File: config.mk
export PLATFORM = sky130hd
export DESIGN_NAME = shift_sequencer_flat
export DESIGN_NICKNAME = d
export VERILOG_FILES = /design/src/rtl/shift_sequencer_pkg.sv /design/src/rtl/shift_sequencer_if.sv /design/src/rtl/shift_sequencer_prescaler.sv /design/src/rtl/shift_sequencer.sv /design/src/flat_wrapper.sv
export SDC_FILE = /design/constraint.sdc
export NUM_CORES = 1
export LEC_CHECK = 0
export BUFFER_PORTS_ARGS = -buffer_cell sky130_fd_sc_hd__buf_2
export CAP_MARGIN = 20
export CORE_UTILIZATION = 40
export DETAILED_ROUTE_END_ITERATION = 8
export SYNTH_ARGS = -nofsm -noshare
export SYNTH_HDL_FRONTEND = slang
export SYNTH_SLANG_ARGS = --single-unit
File: constraint.sdc
create_clock -name clk -period 2.4 [get_ports clk]
set_input_delay 0.48 -clock clk [delete_from_list [all_inputs] [get_ports clk]]
set_output_delay 0.48 -clock clk [all_outputs]
set_load 0.05 [all_outputs]
File: src/rtl/shift_sequencer_pkg.sv
// rtl/shift_sequencer_pkg.sv - shared state and pattern-mode encodings for the shift sequencer
package shift_sequencer_pkg;

  localparam logic [1:0] ST_IDLE = 2'd0;
  localparam logic [1:0] ST_RUN  = 2'd1;
  localparam logic [1:0] ST_HOLD = 2'd2;
  localparam logic [1:0] ST_DONE = 2'd3;

  localparam logic [1:0] MODE_ROL     = 2'd0;
  localparam logic [1:0] MODE_ROR     = 2'd1;
  localparam logic [1:0] MODE_BOUNCE  = 2'd2;
  localparam logic [1:0] MODE_JOHNSON = 2'd3;

  localparam int PASS_W = 8;

endpackage

File: src/rtl/shift_sequencer_if.sv
// rtl/shift_sequencer_if.sv - control/status bundle between a sequencer client and the sequencer
interface shift_sequencer_if
  import shift_sequencer_pkg::*;
#(
  parameter int WIDTH = 8,
  parameter int DIV_W = 16
);
  logic              start;
  logic              stop;
  logic              pause;
  logic [1:0]        mode;
  logic [DIV_W-1:0]  period;
  logic [PASS_W-1:0] cycles;
  logic [WIDTH-1:0]  count;
  logic              busy;
  logic              done;

  modport master (
    output start, stop, pause, mode, period, cycles,
    input  count, busy, done
  );

  modport slave (
    input  start, stop, pause, mode, period, cycles,
    output count, busy, done
  );

endinterface

File: src/rtl/shift_sequencer_prescaler.sv
// rtl/shift_sequencer_prescaler.sv - step-interval down-counter; tick fires when it reaches zero while enabled
module shift_prescaler #(
  parameter int DIV_W = 16
) (
  input  logic             clk,
  input  logic             reset,
  input  logic             i_clr,
  input  logic             i_en,
  input  logic [DIV_W-1:0] i_reload,
  output logic             o_tick
);

  logic [DIV_W-1:0] r_cnt;

  always_ff @(posedge clk or negedge reset) begin
    if (!reset) begin
      r_cnt <= '0;
    end else if (i_clr) begin
      r_cnt <= i_reload;
    end else if (i_en) begin
      if (r_cnt == '0) r_cnt <= i_reload;
      else             r_cnt <= r_cnt - DIV_W'(1);
    end
  end

  assign o_tick = i_en && (r_cnt == '0);

endmodule

File: src/rtl/shift_sequencer.sv
// rtl/shift_sequencer.sv - pattern sequencer: rotate/bounce/Johnson stepping with pass counting and pause/stop
module shift_sequencer
  import shift_sequencer_pkg::*;
#(
  parameter int WIDTH = 8,
  parameter int DIV_W = 16
) (
  input  logic             clk,
  input  logic             reset,
  shift_sequencer_if.slave bus
);

  logic [1:0]        r_state;
  logic [1:0]        r_mode;
  logic [DIV_W-1:0]  r_period;
  logic [PASS_W-1:0] r_cycles;
  logic [PASS_W-1:0] r_pass;
  logic              r_dir;
  logic [WIDTH-1:0]  r_count;
  logic              r_busy;
  logic              r_done;

  logic              w_tick;
  logic              w_start_ok;
  logic              w_pres_clr;
  logic              w_pres_en;
  logic [DIV_W-1:0]  w_reload;
  logic [WIDTH-1:0]  w_next_pat;
  logic              w_next_dir;
  logic              w_pass_end;
  logic [PASS_W-1:0] w_pass_inc;
  logic              w_seq_done;

  function automatic logic [WIDTH-1:0] f_seed(input logic [1:0] m);
    logic [WIDTH-1:0] s;
    s = '0;
    case (m)
      MODE_ROR:     s[WIDTH-1] = 1'b1;
      MODE_JOHNSON: s = '0;
      default:      s[0] = 1'b1;
    endcase
    return s;
  endfunction

  assign w_start_ok = bus.start && !bus.stop;
  assign w_pres_clr = (r_state == ST_IDLE) && w_start_ok;
  assign w_pres_en  = (r_state == ST_RUN) && !bus.stop && !bus.pause;
  assign w_reload   = (r_state == ST_IDLE) ? bus.period : r_period;

  shift_prescaler #(.DIV_W(DIV_W)) u_prescaler (
    .clk      (clk),
    .reset    (reset),
    .i_clr    (w_pres_clr),
    .i_en     (w_pres_en),
    .i_reload (w_reload),
    .o_tick   (w_tick)
  );

  // r_dir: 0 = moving toward MSB, 1 = moving toward LSB (bounce only)
  always_comb begin
    w_next_pat = r_count;
    w_next_dir = r_dir;
    case (r_mode)
      MODE_ROL: w_next_pat = {r_count[WIDTH-2:0], r_count[WIDTH-1]};
      MODE_ROR: w_next_pat = {r_count[0], r_count[WIDTH-1:1]};
      MODE_BOUNCE: begin
        if (!r_dir) begin
          if (r_count[WIDTH-1]) begin
            w_next_pat = r_count >> 1;
            w_next_dir = 1'b1;
          end else begin
            w_next_pat = r_count << 1;
          end
        end else begin
          if (r_count[0]) begin
            w_next_pat = r_count << 1;
            w_next_dir = 1'b0;
          end else begin
            w_next_pat = r_count >> 1;
          end
        end
      end
      default: w_next_pat = {r_count[WIDTH-2:0], ~r_count[WIDTH-1]};
    endcase
  end

  assign w_pass_end = (w_next_pat == f_seed(r_mode));
  assign w_pass_inc = r_pass + 8'd1;
  assign w_seq_done = w_pass_end && (r_cycles != '0) && (w_pass_inc == r_cycles);

  always_ff @(posedge clk or negedge reset) begin
    if (!reset) begin
      r_state  <= ST_IDLE;
      r_mode   <= MODE_ROL;
      r_period <= '0;
      r_cycles <= '0;
      r_pass   <= '0;
      r_dir    <= 1'b0;
      r_count  <= '0;
      r_busy   <= 1'b0;
      r_done   <= 1'b0;
    end else begin
      r_done <= 1'b0;
      case (r_state)
        ST_IDLE: begin
          if (w_start_ok) begin
            r_state  <= ST_RUN;
            r_mode   <= bus.mode;
            r_period <= bus.period;
            r_cycles <= bus.cycles;
            r_count  <= f_seed(bus.mode);
            r_pass   <= '0;
            r_dir    <= 1'b0;
            r_busy   <= 1'b1;
          end
        end
        ST_RUN: begin
          if (bus.stop) begin
            r_state <= ST_IDLE;
            r_count <= '0;
            r_pass  <= '0;
            r_dir   <= 1'b0;
            r_busy  <= 1'b0;
          end else if (bus.pause) begin
            r_state <= ST_HOLD;
          end else if (w_tick) begin
            if (w_seq_done) begin
              r_state <= ST_DONE;
              r_count <= f_seed(r_mode);
              r_done  <= 1'b1;
              r_busy  <= 1'b0;
            end else begin
              r_count <= w_next_pat;
              r_dir   <= w_next_dir;
              if (w_pass_end) r_pass <= w_pass_inc;
            end
          end
        end
        ST_HOLD: begin
          if (bus.stop) begin
            r_state <= ST_IDLE;
            r_count <= '0;
            r_pass  <= '0;
            r_dir   <= 1'b0;
            r_busy  <= 1'b0;
          end else if (!bus.pause) begin
            r_state <= ST_RUN;
          end
        end
        ST_DONE: begin
          r_state <= ST_IDLE;
          r_count <= '0;
          r_pass  <= '0;
          r_dir   <= 1'b0;
        end
        default: r_state <= ST_IDLE;
      endcase
    end
  end

  assign bus.count = r_count;
  assign bus.busy  = r_busy;
  assign bus.done  = r_done;

endmodule

File: src/flat_wrapper.sv
// flat-port wrapper written by rule: the top's interface ports become plain ports
module shift_sequencer_flat import shift_sequencer_pkg::*;
#(
  parameter int WIDTH = 8,
  parameter int DIV_W = 16
)
  (clk, reset, bus_start, bus_stop, bus_pause, bus_mode, bus_period, bus_cycles, bus_count, bus_busy, bus_done);
  shift_sequencer_if #(.WIDTH(WIDTH), .DIV_W(DIV_W)) bus_i ();
  input  logic clk;
  input  logic reset;
  input wire logic [$bits(bus_i.start)-1:0] bus_start;
  input wire logic [$bits(bus_i.stop)-1:0] bus_stop;
  input wire logic [$bits(bus_i.pause)-1:0] bus_pause;
  input wire logic [$bits(bus_i.mode)-1:0] bus_mode;
  input wire logic [$bits(bus_i.period)-1:0] bus_period;
  input wire logic [$bits(bus_i.cycles)-1:0] bus_cycles;
  output wire logic [$bits(bus_i.count)-1:0] bus_count;
  output wire logic [$bits(bus_i.busy)-1:0] bus_busy;
  output wire logic [$bits(bus_i.done)-1:0] bus_done;
  assign bus_i.start = bus_start;
  assign bus_i.stop = bus_stop;
  assign bus_i.pause = bus_pause;
  assign bus_i.mode = bus_mode;
  assign bus_i.period = bus_period;
  assign bus_i.cycles = bus_cycles;
  assign bus_count = bus_i.count;
  assign bus_busy = bus_i.busy;
  assign bus_done = bus_i.done;
  shift_sequencer #(.WIDTH(WIDTH), .DIV_W(DIV_W)) u_core (.clk(clk), .reset(reset), .bus(bus_i));
endmodule
======== Yosys cells after proc, flatten, opt, wreduce, memory -nomap -nowiden ========
Cells that the tools add are included.
operators by class
  eq/ne operators ......................... 21
  muxes and demuxes ....................... 56
  bitwise operators ....................... 1
  add/sub/neg operators ................... 2
  reductions and logical operators ........ 23
operator list
  operator                                                              number
  8-bit two-way mux                                                     15
  16-bit two-way mux                                                    4
  8-bit case mux with 4 select lines                                    2
  1-bit two-way mux                                                     24
  8-bit case mux with 3 select lines                                    1
  6-bit AND reduction                                                   3
  8-bit == test                                                         2
  16-bit zero test                                                      1
  16-bit by 1-bit subtractor with 16-bit output, second input constant  1
  3-bit != test, second input constant                                  5
  2-bit two-way mux                                                     7
  2-bit == test, second input constant                                  5
  8-bit by 1-bit adder with 8-bit output, second input constant         1
  2-bit case mux with 4 select lines                                    1
  4-bit AND reduction                                                   2
  8-bit nonzero test                                                    1
  1-bit logical AND                                                     7
  2-bit by 1-bit == test with 1-bit output, second input constant       3
  3-bit by 2-bit != test with 1-bit output, second input constant       2
  2-bit zero test                                                       2
  4-bit by 3-bit != test with 1-bit output, second input constant       1
  4-bit != test, second input constant                                  1
  1-bit case mux with 4 select lines                                    1
  2-bit OR reduction                                                    2
  other kinds (8)                                                       9
word-level totals
  output and inout port bits .............. 10
  bits in registers ....................... 63
  word-level logic and storage cells ...... 113

======== Longest topological paths before layout ========
  depth in word-level cells ............... 11
  gate-level depth with buffers ........... 11
  mapped depth without buffers ............ 9

======== By module ========
From an unflattened synthesis, not the netlist that was laid out.
unflattened totals
  cell total of the unflattened synthesis .. 452
  area total of the unflattened synthesis .. 4,027.6 um^2
by module, submodules not included
  module           area each (um^2)  cells each  instances  seq. area each (um^2)
  shift_sequencer  2,847.7           315         1          1,176.1
  shift_prescaler  1,179.9           137         1          400.4

======== Worst setup path before layout ========
No wires, ideal clock.
  path kind ............................... reg-to-reg
  start ................................... reg u_core.r_count[0], in the netlist u_core.bus.count[0]
  end ..................................... reg u_core.r_state[1]
  clock period less this slack ............ 2,421 ps
  path slack .............................. -21 ps
  stages on the path, launching flop included .. 9
  arrival ................................. 2,296 ps
  setup time .............................. 125 ps
  cells stage by stage .................... dfrtp_1 -> buf_4 -> nand2_1 -> a31oi_4 -> mux2i_1 -> and4bb_1 -> nand4_1 -> a21oi_1 -> mux2_2
on the way
  longest elaborated chain between the ends .. 8
  elaborated cells on any way between the ends .. 9
  those cells by class .................... eq/ne (2); mux (4); reduce/logical (3)
RTL lines
  item                                                           RTL line                                      source
  start: declaration                                             shift_sequencer.sv:19                         logic [WIDTH-1:0] r_count;
  start signal: assignment                                       shift_sequencer.sv:111                        r_count <= f_seed(bus.mode);
  start signal: assignment                                       shift_sequencer.sv:129                        r_count <= f_seed(r_mode);
  start signal: assignment                                       shift_sequencer.sv:133                        r_count <= w_next_pat;
  8-bit two-way mux, on equally long branches                    shift_sequencer.sv:75, shift_sequencer.sv:68
  8-bit two-way mux                                              shift_sequencer.sv:67                         if (!r_dir) begin
  8-bit case mux with 3 select lines (*)                         shift_sequencer.sv:63                         case (r_mode)
  8-bit == test (*)                                              shift_sequencer.sv:87                         assign w_pass_end = (w_next_pat == f_seed(r_mode));
  1-bit logical AND (*) (2 in series)                            shift_sequencer.sv:89                         assign w_seq_done = w_pass_end && (r_cycles != '0) && (w_pass_inc == r_cycles);
  4-bit by 3-bit != test with 1-bit output (no source line) (*)  n/a
  4-bit AND reduction (no source line) (*)                       n/a
  end signal: assignment                                         shift_sequencer.sv:93                         r_state <= ST_IDLE;
  end signal: assignment                                         shift_sequencer.sv:107                        r_state <= ST_RUN;
  end signal: assignment                                         shift_sequencer.sv:119                        r_state <= ST_IDLE;
  end: declaration                                               shift_sequencer.sv:13                         logic [1:0] r_state;
Every way passes the cells marked *; elsewhere a longest branch is shown, timed or not.
A chain may end at the register's enable or synchronous reset.

======== Worst setup path in the final report ========
  start ................................... reg u_core.r_dir
  end ..................................... reg u_core.r_state[1]
on the way
  longest elaborated chain between the ends .. 7
RTL lines
  item                                                       RTL line                source
  start: declaration                                         shift_sequencer.sv:18   logic r_dir;
  start signal: assignment                                   shift_sequencer.sv:134  r_dir <= w_next_dir;
  8-bit two-way mux                                          shift_sequencer.sv:67
  8-bit case mux with 3 select lines                         shift_sequencer.sv:63
  8-bit == test                                              shift_sequencer.sv:87
  1-bit logical AND (2 in series)                            shift_sequencer.sv:89
  4-bit by 3-bit != test with 1-bit output (no source line)  n/a
  4-bit AND reduction (no source line)                       n/a
No other way between the ends.

==> results.cfg <==
[cts]
cts_tree = built
cts_hold_buf = 0
cts_buffers = 9
cts.htree.levels = 3
cts.clk_slew.worst_paths_ns = 0.07
cts-root-buf = clkbuf_8
clock-sinks = 63
clk_path_buf_depth = 2
worstSkewPairLatency_ns = 0.34

[logic_synthesis]
syn_area_mm2 = 0.00398
ys_seq_elements = 63
synth-seq-area-share = 0.396
syn_nets = 522
postSynthCellCount = 485
syn-mean-instance-area_um2 = 8.21
synthDistinctLibCells = 67
synth_edf_count = 0
yosysWarnings = 0
synth-async-reset-ratio = 1.00
synth_flop_cell = dfrtp_1

[routing]
drc_errors = 0
dr.pass1.iters = 4
viasPerCell = 5.45
drt-initial-drc-count = 102
wl_per_cell_um = 15.4
dr_total_vias = 3744
wl_um = 10500
detail-route-antenna-nets = 0

[timing]
slew_viol_final = 0
worstMarginPinSlew_ns = 0.564
min_period_over_period = 0.960
fmax_mhz = 434
final_hold_viol_count = 0
rsz0062_at_grt = true
fin_skew_ns = 0.00782
slew_headroom = 0.624
setup_viol = 0
finalCriticalPeriod_ns = 2.31

[grt]
grt_usage = 0.218
grt_overflow = 0
antenna_found_initial = 0
first_global_vias = 3509
grt_max_degree = 30
grt_pass1_wl_um = 17300

[placement]
gp_congestion = 0.891
dp_hpwl_um = 7650
portBuffers = 40

[worst_setup_path]
worstPathArrival_ns = 2.54
crit_type = reg2reg
cp_max_fo = 9
end_kind = flip-flop
reg2regPathDepth = 7
start_kind = flip-flop
worst_ep_required_time_ns = 2.63
ff2ff_setup_slack_ns = 0.09
r2r-start = u_core.r_dir
reg2reg_to = u_core.r_state[1]

[cells_and_area]
drive_gt1_frac = 0.233
finish.utilization = 0.497
n_antenna_cell = 0
area_growth_pct = 21.4
final_net_count = 586

[floorplan]
core_mm2 = 0.00973
initial_core_util = 0.409
dieArea_mm2 = 0.0104
row_count = 36
die_w_um = 102
die_h_um = 102
ios = 41

[flow_run]
cap_violations = 0

[pwr]
power.leakage_uw = 0.00219
finalPower_uw = 5380
ir_worst_vdd_mv = 0.549
power.density_mw_per_mm2 = 1110

[worst_hold_path]
min_path_type = in2async

[run_status]
status = finished, final reports clean
## repair_timing
item | CTS | global route
resized for setup | 2 | 13
pin swaps | 0 | 7
setup buffers | 0 | 3
endpoints found under the setup margin | 3 | 28
gates cloned | 0 | 1
## Yosys cell counts (all sizes together) (8+ instances only)
library cell / n / area, µm²
mux2: 9 / 101
nand4: 8 / 50.1
clkbuf: 17 / 65.1
nor3: 20 / 105
inv: 11 / 41.3
xnor2: 9 / 78.8
nor2b: 9 / 63.8
buf: 13 / 88.8
nand3: 11 / 60.1
nor2: 31 / 116
o22ai: 8 / 50.1
nand2: 113 / 424
a21oi: 27 / 135
dfrtp: 63 / 1580
o21ai: 38 / 190
## per-stage QoR
step / instance area [µm²] / setup TNS, ns / worst slack [ns] / hold WS (ns) / cells
finish: 4830 / 0 / 0.0948 / 0.120 / 687
global placement: 4530 / 0 / 0.0369 / 0.452 / 667
global route: 4830 / -0.0344 / -0.0288 / 0.153 / 687
CTS: 4750 / 0 / 0.000991 / 0.128 / 683
floorplan: 3990 / 0 / 0.0169 / 0.184 / 485
detailed placement: 4530 / -0.00553 / -0.00553 / 0.459 / 667
## worst max path at each step
stage,start,endpoint,slack [ns],depth (start not counted)
finish,u_core.r_dir,u_core.r_state[1],0.09,7
detailed placement,u_core.u_prescaler.r_cnt[1],u_core.u_prescaler.r_cnt[0],-0.006,9
global route,u_core.r_mode[0],u_core.r_state[1],-0.03,8
global placement,u_core.r_mode[0],u_core.r_state[1],0.04,7
floorplan,u_core.bus.count[7],u_core.r_state[1],0.02,7
CTS,u_core.r_pass[1],u_core.r_pass[5],0.001,8
## state kept, by name, summed over array words and instances (netlist names), 2 cells and up
signal / flops
u_core.r_period: 16
u_core.r_mode: 2
u_core.r_pass: 8
u_core.bus.count: 8
u_core.r_state: 2
u_core.u_prescaler.r_cnt: 16
u_core.r_cycles: 8
## worst max-delay path: stages (launching register included)
cell	delay (ns)
dfrtp_1	0.47
or3b_1	0.41
o22ai_1	0.16
a21o_1	0.15
and4bb_2	0.29
nand4_1	0.17
a21oi_2	0.19
mux2_2	0.35
## where the power goes
group          internal, µW  total (µW)  switching, µW
sequential             1440        1850            405
combinational          1150        2540           1400
clock                   562         990            427
total                  3150        5380           2230
## cell type report
class	instances	area (µm²)
repair buffers	82	553
inverters	12	45.0
flip-flops and latches	63	1580
clock buffers	13	169
fillers	976	4890
clock inverters	3	40.0
multi-input cells	381	2280
well taps	133	166
## per-layer routing
| metal | GRT usage | up-vias | wire (µm) |
|---|---|---|---|
| met5 | 0 | - | 0 |
| met4 | 0.100 | 0 | 151 |
| met3 | 0.0297 | 12 | 484 |
| met2 | 0.348 | 94 | 5160 |
| met1 | 0.293 | 1783 | 4760 |
| li1 | - | 1855 | - |
## cells by family (layout without fill, tap and decap cells)
group                    Yosys count  after routing  synth area share
buffers and inverters             42            110            0.0499
AND/OR/NAND/NOR                  223            223             0.263
XOR/XNOR                          11             11            0.0242
AO/OA/AOI/OAI                    124            125             0.205
multiplexers                      16             16            0.0430
flip-flops                        63             63             0.396
adder cells (fa/ha/maj)            6              6            0.0188
## cell usage in the layout, fill, tap and decap left out, types with 3 or more instances in the layout
| master | count |
|---|---|
| a211o_1 | 4 |
| a21o_1 | 3 |
| a21oi_1 | 25 |
| a22oi_1 | 3 |
| a31oi_1 | 6 |
| buf_12 | 3 |
| buf_2 | 40 |
| buf_4 | 39 |
| clkbuf_8 | 12 |
| dfrtp_1 | 61 |
| ha_1 | 5 |
| inv_1 | 11 |
| mux2_2 | 9 |
| mux2i_1 | 7 |
| nand2_1 | 113 |
| nand2b_1 | 5 |
| nand3_1 | 9 |
| nand4_1 | 8 |
| nor2_1 | 30 |
| nor2b_1 | 8 |
| nor3_1 | 18 |
| nor4_1 | 4 |
| o211ai_1 | 3 |
| o21ai_0 | 35 |
| o21ai_1 | 3 |
| o22ai_1 | 7 |
| or3_1 | 3 |
| xnor2_1 | 9 |
Note: power is estimated with default switching activity, not from simulation.
